<file path="src/rtl/menu_bar_n_pkg.sv">
// -----------------------------------------------------------------------------
// menu_bar_n_pkg
// Shared constants for the OLED menu bar: RGB565 colour defaults, default tile
// geometry, and a helper that tests whether a pixel column falls inside a tab
// tile.
// -----------------------------------------------------------------------------
package menu_bar_n_pkg;

   // RGB565 colour defaults
   localparam logic [15:0] COL_IDLE_DEF   = 16'hAEDF;
   localparam logic [15:0] COL_CURSOR_DEF = 16'hFAAE;
   localparam logic [15:0] COL_ACTIVE_DEF = 16'h07E0;
   localparam logic [15:0] COL_BG_DEF     = 16'h10F2;

   // Default tile geometry, in pixels
   localparam int X0_DEF        = 7;
   localparam int TAB_W_DEF     = 10;
   localparam int TAB_PITCH_DEF = 18;
   localparam int BAR_Y0_DEF    = 3;
   localparam int BAR_Y1_DEF    = 7;
   localparam int BAND_Y1_DEF   = 10;

   // True when column x lies inside tile k. Integer arithmetic keeps tiles
   // that extend past the right edge of the panel from wrapping; such
   // columns are simply never presented, so they never match.
   function automatic logic in_tile(input int x, input int k, input int x0,
                                    input int w, input int pitch);
      int lo;
      lo = x0 + (k * pitch);
      return (x >= lo) && (x <= (lo + w - 1));
   endfunction

endpackage

</file>
<file path="src/rtl/menu_bar_n_blink_div.sv">
// -----------------------------------------------------------------------------
// menu_blink_div
// Free-running divider that counts 0..DIV-1 and toggles a blink phase each
// time the count wraps. The phase therefore holds for DIV cycles at a time.
//
// Ports
//   clk    in   sole clock
//   reset  in   synchronous, active-high; clears count and phase
//   phase  out  registered blink phase (0 straight out of reset)
// -----------------------------------------------------------------------------
module menu_blink_div #(
   parameter int DIV = 5_000_000
) (
   input  logic clk,
   input  logic reset,
   output logic phase
);

   localparam int CW = (DIV > 1) ? $clog2(DIV) : 1;
   localparam logic [CW-1:0] CNT_LAST = CW'(DIV - 1);
   localparam logic [CW-1:0] CNT_ONE  = CW'(1);

   logic [CW-1:0] count_r;
   logic          phase_r;

   // Divider counter and phase toggle on wrap
   always_ff @(posedge clk) begin
      if (reset) begin
         count_r <= {CW{1'b0}};
         phase_r <= 1'b0;
      end else if (count_r == CNT_LAST) begin
         count_r <= {CW{1'b0}};
         phase_r <= ~phase_r;
      end else begin
         count_r <= count_r + CNT_ONE;
         phase_r <= phase_r;
      end
   end

   assign phase = phase_r;

endmodule

</file>
<file path="src/rtl/menu_bar_n.sv">
// -----------------------------------------------------------------------------
// menu_bar_n
// Tabbed menu bar drawn across the top of a 96x64 RGB565 OLED. Left/right
// buttons move a blinking cursor over N_TABS tiles, centre commits the cursor
// to active_tab, and the content area below the bar shows the pixel stream of
// the active source. An optional idle timeout pulls the cursor back to the
// committed tab.
//
// Ports
//   clk_menu      in   sole clock (pixel/menu clock)
//   reset         in   synchronous, active-high
//   coordinate_x  in   pixel column 0..95
//   coordinate_y  in   pixel row 0..63
//   src_data      in   16*N_TABS packed pixel words, slice k feeds tab k
//   pb_left       in   single-cycle button pulse
//   pb_right      in   single-cycle button pulse
//   pb_centre     in   single-cycle button pulse
//   menu_enable   in   buttons honoured when 1
//   sample_lock   in   all buttons ignored when 1
//   menu_color    out  registered pixel colour, 1 cycle after coordinates
//   cursor        out  highlighted tab index
//   active_tab    out  committed tab index
//   tab_changed   out  one-cycle pulse when active_tab changes value
// -----------------------------------------------------------------------------
module menu_bar_n
   import menu_bar_n_pkg::*;
#(
   parameter int          N_TABS      = 5,
   parameter int          WRAP        = 0,
   parameter int          BLINK_DIV   = 5_000_000,
   parameter int          IDLE_CYCLES = 0,
   parameter int          X0          = X0_DEF,
   parameter int          TAB_W       = TAB_W_DEF,
   parameter int          TAB_PITCH   = TAB_PITCH_DEF,
   parameter int          BAR_Y0      = BAR_Y0_DEF,
   parameter int          BAR_Y1      = BAR_Y1_DEF,
   parameter int          BAND_Y1     = BAND_Y1_DEF,
   parameter logic [15:0] COL_IDLE    = COL_IDLE_DEF,
   parameter logic [15:0] COL_CURSOR  = COL_CURSOR_DEF,
   parameter logic [15:0] COL_ACTIVE  = COL_ACTIVE_DEF,
   parameter logic [15:0] COL_BG      = COL_BG_DEF
) (
   input  logic                  clk_menu,
   input  logic                  reset,
   input  logic [7:0]            coordinate_x,
   input  logic [6:0]            coordinate_y,
   input  logic [16*N_TABS-1:0]  src_data,
   input  logic                  pb_left,
   input  logic                  pb_right,
   input  logic                  pb_centre,
   input  logic                  menu_enable,
   input  logic                  sample_lock,
   output logic [15:0]           menu_color,
   output logic [2:0]            cursor,
   output logic [2:0]            active_tab,
   output logic                  tab_changed
);

   localparam logic [2:0] LAST_TAB = 3'(N_TABS - 1);

   // Idle counter sized to hold IDLE_CYCLES; a single dormant bit when the
   // revert feature is disabled.
   localparam int             IW       = (IDLE_CYCLES > 0) ? $clog2(IDLE_CYCLES + 1) : 1;
   localparam logic [IW-1:0]  IDLE_MAX = IW'(IDLE_CYCLES);
   localparam logic [IW-1:0]  IDLE_ONE = IW'(1);

   logic           accept_s;
   logic           move_right_s;
   logic           move_left_s;
   logic           commit_s;
   logic           any_press_s;
   logic           revert_s;
   logic           blink_s;
   logic [2:0]     cursor_next_s;
   logic [IW-1:0]  idle_next_s;
   logic           hit_s;
   logic [2:0]     hit_idx_s;
   logic [15:0]    pix_color_s;

   logic [2:0]     cursor_r;
   logic [2:0]     active_tab_r;
   logic           tab_changed_r;
   logic [15:0]    menu_color_r;
   logic [IW-1:0]  idle_cnt_r;

   menu_blink_div #(
      .DIV (BLINK_DIV)
   ) u_blink (
      .clk   (clk_menu),
      .reset (reset),
      .phase (blink_s)
   );

   // Button qualification: left+right together cancel each other out
   always_comb begin
      accept_s     = menu_enable & ~sample_lock;
      move_right_s = accept_s & pb_right & ~pb_left;
      move_left_s  = accept_s & pb_left & ~pb_right;
      commit_s     = accept_s & pb_centre;
      any_press_s  = accept_s & (pb_left | pb_right | pb_centre);
   end

   // Idle timeout: revert fires on the single cycle the counter reaches its cap
   always_comb begin
      idle_next_s = idle_cnt_r;
      revert_s    = 1'b0;
      if (IDLE_CYCLES == 0) begin
         idle_next_s = {IW{1'b0}};
      end else if (any_press_s) begin
         idle_next_s = {IW{1'b0}};
      end else if (idle_cnt_r != IDLE_MAX) begin
         idle_next_s = idle_cnt_r + IDLE_ONE;
         revert_s    = (idle_cnt_r == (IDLE_MAX - IDLE_ONE));
      end else begin
         idle_next_s = idle_cnt_r;
      end
   end

   // Cursor movement; a revert can only occur in a cycle with no accepted press
   always_comb begin
      cursor_next_s = cursor_r;
      if (revert_s) begin
         cursor_next_s = active_tab_r;
      end else if (move_right_s) begin
         if (cursor_r == LAST_TAB) begin
            cursor_next_s = (WRAP != 0) ? 3'd0 : cursor_r;
         end else begin
            cursor_next_s = cursor_r + 3'd1;
         end
      end else if (move_left_s) begin
         if (cursor_r == 3'd0) begin
            cursor_next_s = (WRAP != 0) ? LAST_TAB : cursor_r;
         end else begin
            cursor_next_s = cursor_r - 3'd1;
         end
      end else begin
         cursor_next_s = cursor_r;
      end
   end

   // Tile hit test for the current pixel; tiles do not overlap, first hit wins
   always_comb begin
      hit_s     = 1'b0;
      hit_idx_s = 3'd0;
      for (int k = 0; k < N_TABS; k++) begin
         if (!hit_s &&
             (int'(coordinate_y) >= BAR_Y0) && (int'(coordinate_y) <= BAR_Y1) &&
             in_tile(int'(coordinate_x), k, X0, TAB_W, TAB_PITCH)) begin
            hit_s     = 1'b1;
            hit_idx_s = 3'(k);
         end else begin
            hit_s     = hit_s;
            hit_idx_s = hit_idx_s;
         end
      end
   end

   // Pixel colour priority: tile, then menu band background, then content
   always_comb begin
      pix_color_s = COL_BG;
      if (hit_s) begin
         if ((hit_idx_s == cursor_r) && blink_s) begin
            pix_color_s = COL_CURSOR;
         end else if (hit_idx_s == active_tab_r) begin
            pix_color_s = COL_ACTIVE;
         end else begin
            pix_color_s = COL_IDLE;
         end
      end else if (int'(coordinate_y) <= BAND_Y1) begin
         pix_color_s = COL_BG;
      end else begin
         pix_color_s = src_data[{active_tab_r, 4'b0000} +: 16];
      end
   end

   // Menu state and registered outputs; commit uses the pre-move cursor
   always_ff @(posedge clk_menu) begin
      if (reset) begin
         cursor_r      <= 3'd0;
         active_tab_r  <= 3'd0;
         tab_changed_r <= 1'b0;
         menu_color_r  <= 16'h0000;
         idle_cnt_r    <= {IW{1'b0}};
      end else begin
         cursor_r      <= cursor_next_s;
         active_tab_r  <= commit_s ? cursor_r : active_tab_r;
         tab_changed_r <= commit_s && (cursor_r != active_tab_r);
         menu_color_r  <= pix_color_s;
         idle_cnt_r    <= idle_next_s;
      end
   end

   assign cursor      = cursor_r;
   assign active_tab  = active_tab_r;
   assign tab_changed = tab_changed_r;
   assign menu_color  = menu_color_r;

endmodule

</file>
<file path="config.mk">
export PLATFORM = sky130hd
export DESIGN_NAME = menu_bar_n
export DESIGN_NICKNAME = d
export VERILOG_FILES = /design/src/rtl/menu_bar_n_pkg.sv /design/src/rtl/menu_bar_n_blink_div.sv /design/src/rtl/menu_bar_n.sv
export SDC_FILE = /design/constraint.sdc
export NUM_CORES = 1
export LEC_CHECK = 0
export ABC_AREA = 1
export CAP_MARGIN = 20
export CORE_ASPECT_RATIO = 0.75
export CORE_MARGIN = 5
export CORE_UTILIZATION = 45
export CTS_BUF_LIST = sky130_fd_sc_hd__clkbuf_4 sky130_fd_sc_hd__clkbuf_8
export DETAILED_ROUTE_END_ITERATION = 8
export PLACE_DENSITY_LB_ADDON = 0.1
export RECOVER_POWER = 25
export SYNTH_ARGS = -nofsm -noshare
export SYNTH_HDL_FRONTEND = slang
export SYNTH_SLANG_ARGS = --single-unit
</file>
<file path="constraint.sdc">
create_clock -name clk_menu -period 2.6 [get_ports clk_menu]
set_clock_uncertainty 0.1 [all_clocks]
set_input_delay 0.65 -clock clk_menu [delete_from_list [all_inputs] [get_ports clk_menu]]
set_output_delay 0.65 -clock clk_menu [all_outputs]
set_load 0.05 [all_outputs]
</file>
[Word level (Yosys, flattened, before mapping)]
Cells that the tools add are included.
W data, S select, Z words.
Storage, ports and cells
  ROM bits: 0
  memory bits (writable): 0
  memories kept: 0
  bits in registers: 47
  word-level logic and storage cells: 86
  input port bits: 102
  bits in latches: 0
Operators by class
  shifts and indexed selects: 1
  multiplexer cells: 17
  reduce and logical (&&, ||, !) cells: 29
  magnitude comparators: 13
  $mul: 0
  $add $sub $neg: 3
  div/mod/pow operators: 0
  bitwise gates (word level): 10
  equal/unequal tests: 7
Operators with widths (count)
  $shiftx A80 B8 Y16: 1
  $mux W16: 4
  $add A23 B1 Y23 const B: 1
  $eq A23 B23 Y1 const B: 1
  $logic_and A1 B1 Y1: 21
  $mux W3: 7
  $ge A8 B6 Y1 const B: 2
  $le A8 B6 Y1 const B: 2
  $le A8 B7 Y1 const B: 2
  $ge A8 B3 Y1 const B: 1
  $ge A8 B5 Y1 const B: 1
  $ge A8 B7 Y1 const B: 1
  $le A8 B5 Y1 const B: 1
  $ge A7 B2 Y1 const B: 1
  $le A7 B3 Y1 const B: 1
  $le A7 B4 Y1 const B: 1
  $and A1 B1 Y1: 6
  $eq A3 B3 Y1: 2
  $mux W1: 6
  $logic_not A1 Y1: 4
  $ne A2 B2 Y1 const B: 2
  $not A1 Y1: 4
  $add A3 B1 Y3 const B: 1
  $eq A3 B3 Y1 const B: 1
  6 further kinds: 6

[Depth between registers and ports, before layout]
  depth in word-level cells: 28
  mapped depth: 17
  depth with buffers taken out: 17

[Hierarchy]
A second synthesis with hierarchy kept.
Second synthesis, totals
  cell total of the unflattened synthesis: 556
  area total of the unflattened synthesis: 3390.8 µm²
Modules (own cells, without submodules)
  menu_bar_n: cells an instance 360, instances 1, area an instance 2095.8 µm²
  menu_blink_div: cells an instance 196, instances 1, area an instance 1295.0 µm²

[Worst setup path after synthesis]
No wires, ideal clock.
  path kind: input to register
  from: input port coordinate_x[7]
  to: register menu_color_r[11], in the netlist menu_color[11]
  path buffers: 0
  setup time: 0.110 ns
  path slack: 0.478 ns
  arrival: 1.912 ns
  stages: 16
  path through: nor2_2 nand2_1 nor2_1 nand2_1 nand2_2 nand2_2 nor2_4 nand3_1 nand2_1 nand2_1 nor2_1 nand2_1 nand2_2 nand3_1 nand2_1 inv_1
On the way
  word-level cells in the longest chain between the ends: 28
  elaborated cells on any way between the ends: 47
  those cells by class: order compare: 10; eq/ne: 2; mux: 12; reduce/logical: 23
RTL lines
  start, declared: RTL line menu_bar_n.sv:45  | input logic [7:0] coordinate_x,
  $ge A8 B3 Y1 / $le A8 B5 Y1 (equally long branches): RTL line menu_bar_n_pkg.sv:30  | return (x >= lo) && (x <= (lo + w - 1));
  $logic_and A1 B1 Y1: RTL line menu_bar_n_pkg.sv:30
  $logic_and A1 B1 Y1: RTL line menu_bar_n.sv:147  | (int'(coordinate_y) >= BAR_Y0) && (int'(coordinate_y) <= BAR_Y1) &&
  $mux W1: RTL line menu_bar_n.sv:146  | if (!hit_s &&
  $logic_not A1 Y1: RTL line menu_bar_n.sv:146
  $logic_and A1 B1 Y1: RTL line menu_bar_n.sv:146
  $logic_and A1 B1 Y1 (2 in a row): RTL line menu_bar_n.sv:147
  $mux W1: RTL line menu_bar_n.sv:146
  [10 not listed]
  $logic_not A1 Y1: RTL line menu_bar_n.sv:146
  $logic_and A1 B1 Y1: RTL line menu_bar_n.sv:146
  $logic_and A1 B1 Y1 (2 in a row): RTL line menu_bar_n.sv:147
  $mux W3: RTL line menu_bar_n.sv:146
  $eq A3 B3 Y1, on equally long branches: RTL line menu_bar_n.sv:164, menu_bar_n.sv:162
  $mux W16 / $logic_and A1 B1 Y1 (equally long branches): RTL line menu_bar_n.sv:164, menu_bar_n.sv:162
  $mux W16: RTL line menu_bar_n.sv:162  | if ((hit_idx_s == cursor_r) && blink_s) begin
  $mux W16 *: RTL line menu_bar_n.sv:161  | if (hit_s) begin
  end signal, assigned: RTL line menu_bar_n.sv:188  | menu_color_r <= pix_color_s;
  end, declared: RTL line menu_bar_n.sv:83  | logic [15:0] menu_color_r;
Every way passes the cells marked *; elsewhere a longest branch is shown, timed or not.
A chain may end at the register's enable or synchronous reset.

[Worst setup path after layout]
  from: register cursor_r[0], in the netlist cursor[0]
  to: output port cursor[0]
RTL lines
  start, declared: RTL line menu_bar_n.sv:80  | logic [2:0] cursor_r;
  start signal, assigned: RTL line menu_bar_n.sv:185  | cursor_r <= cursor_next_s;
  end, declared: RTL line menu_bar_n.sv:54  | output logic [2:0] cursor,
No word-level cell between the ends.

==> metrics.txt <==
CP required 1.85 ns; commonest non-fill, non-tap cell in the layout nand2_1; Root Buffer clkbuf_8; final setup TNS 0 ns; Slowest cell on crit path clkdlybuf4s50_1; Final Cell Area 4770 sq um; CP Class flop to primary output; die area 8840 sq um; Worst path top cell family by delay buffers and inverters; Hold EP u_blink.count_r[0]; final layout net count 746; first-pass GRT wire length 17200 um; vias 3760; post-synthesis async set-or-reset flop share 0%; antenna violation net count after detailed routing 0; worst-path maximum fanout 8; total gr overflow 0; H-tree Lvls 2; number of iterations in the first detailed-routing pass 4; DR DRC count 0; Synth area leaders dfxtp_1 30%, nand2_1 14%, nand3_1 7.7%, nor2_1 7.3%, inv_1 6.7%; ys flop type dfxtp_1; largest area contributor in the netlist dfxtp_1; worst-margin pin slew 0.790 ns; Slew headroom 47.3%; syn_area_per_cell 6.28 sq um; Fin. Hold Viols 0; clock-pin slew on the worst setup and hold paths 0.09 ns; crit start category flop; critical path's largest stage delay 0.88 ns; Placed Area 4630 sq um; vias in the first global route 3767; Buf/Inv on CP 1; Power Dens Cells 401 nW/um^2; placed insts 719; total track usage 24.3%; TritonCTS Buffers 5; final core utilization 69.8%; Tmin final 2.50 ns; IO buf count 124; Critical Path Sink Type primary output; total chip power 1910 uW; CTS tree built; Netlist Area Pre-Place 3170 sq um; worst skew pair latency 0.30 ns; initial DRC count 150; crit path cell chain clkdlybuf4s50_1; fin. max-slew vios 0; largest net degree at the start of global routing 33; Final period util 96.0%; Die W 107 um; register area share after synthesis 29.7%; ANT cells 0; r2r setup slk 0.27 ns; Max-Cap Viols 0; # Post-CTS Setup Buffers 0; post-DP HPWL 8420 um; die height 82.7 um; status complete, no violations; vias per cell 5.17; Final Non-Filler Cells 727; Hold Crit Depth 1; Pleak 0.00208 uW; Layout area overhead 50.4%; VDD IR max 346 uV; RR Startpoint u_blink.count_r[0]; syn_nets 609; starting density of the core 46.4%; most frequent cells in the layout 117 x nand2_1, 112 x clkdlybuf4s50_1, 62 x nor2_1, 56 x inv_1, 48 x nand3_1; Synth warnings 0; HP Start u_blink.count_r[0]; antenna violations before repair 0; Netlist cell types 39; I/O pin count 125; # rows 26; DR WL/cell 14.4 um; Placer Congestion 0.942; cells after synthesis 505; Synth top area share 29.7%; Reg2Reg Depth 12; Fmax 400 MHz; unrepaired setup endpoints after global routing no; Hold Path Class flop to flop; routed wire length 10500 um; Core Area 6830 sq um; Max clock buf depth 2; EDFF count, synth 0; critical path arrival 1.75 ns; final-report setup violation count 0; CTS sink cnt 47; layout cell share with drive strength beyond 1 11.4%; number of synthesized register bits 47; RR Endpoint u_blink.count_r[22]
==> final cells by class <==
cell class | count | area [sq um]
fill | 586 | 2060
multi-input combinational | 378 | 1950
timing repair buffer | 147 | 1420
sequential | 47 | 941
inverter | 63 | 236
tap | 84 | 105
clock buffer | 5 | 68.8
clock inverter | 3 | 43.8
==> per-layer routing <==
metal / vias to the layer above / global-route usage, % / wire (um)
li1: 1922 / - / -
met1: 1687 / 28.6 / 4390
met2: 135 / 44.8 / 5150
met3: 16 / 6.60 / 805
met4: 0 / 5.24 / 110
met5: - / 0 / 0
==> registers in the layout (all words and copies together), names as in the netlist <==
name and flops:
tab_changed 1, cursor 3, menu_color 16, u_blink.phase 1, active_tab 3, u_blink.count_r 23
==> synthesized netlist by cell type (2+ instances only) <==
cell	n
nand2_1	117
nor2_1	62
inv_1	57
nand3_1	49
dfxtp_1	47
a21oi_1	34
o21ai_0	30
clkbuf_1	14
nand2_2	10
nor3_1	8
o221ai_1	8
nand3_2	7
nor2_2	7
nand4_1	6
inv_2	5
nor2_4	5
xor2_1	5
a31oi_1	4
xnor2_1	4
o211ai_1	3
a221o_1	2
buf_1	2
o21a_1	2
o21ai_1	2
==> timing repair <==
action / in CTS / in global routing
resized for setup: 0 / 17
endpoints found under the setup margin: 0 / 14
hold buffers: 0 / 0
==> worst max-delay path by stage <==
stage	depth (start not counted)	end	slack [ns]	start
3_3_place_gp	15	menu_color[1]	-0.18	coordinate_x[4]
6_report	1	cursor[0]	0.10	cursor[0]
3_5_place_dp	17	menu_color[15]	-0.22	coordinate_x[6]
5_1_grt	12	u_blink.count_r[22]	0.05	u_blink.count_r[0]
4_1_cts	17	menu_color[15]	0.09	coordinate_x[6]
2_1_floorplan	16	menu_color[11]	0.48	coordinate_x[7]
==> worst register-to-register path, delay by kind of cell (launching register included) <==
family,cells,cell delay (ns)
flip-flops,1,0.37
AND/OR/NAND/NOR,9,1.33
adder cells (fa/ha/maj),1,0.19
AO/OA/AOI/OAI,2,0.25
==> power breakdown <==
group	switching (uW)	internal [uW]
logic	319	284
clock network	253	287
registers	17.7	753
total	590	1320
==> cells by family after synthesis <==
group,synth area share (%)
and+or+nand+nor,40.4
AOI/OAI and AO/OA,17.0
buffers and inverters,9.51
DFF,29.7
xor gates and xnor gates,2.49
adders and majority gates,1.03
==> metrics by stage <==
| step | hold WS (ns) | setup WS [ns] |
|---|---|---|
| after global routing | 0.382 | 0.0467 |
| after global placement | 0.329 | -0.176 |
| final | 0.357 | 0.103 |
| after floorplan | 0.318 | 0.478 |
| after CTS | 0.362 | 0.0891 |
| after detailed placement | 0.340 | -0.218 |
No activity file was read; power rests on OpenSTA's default activity.
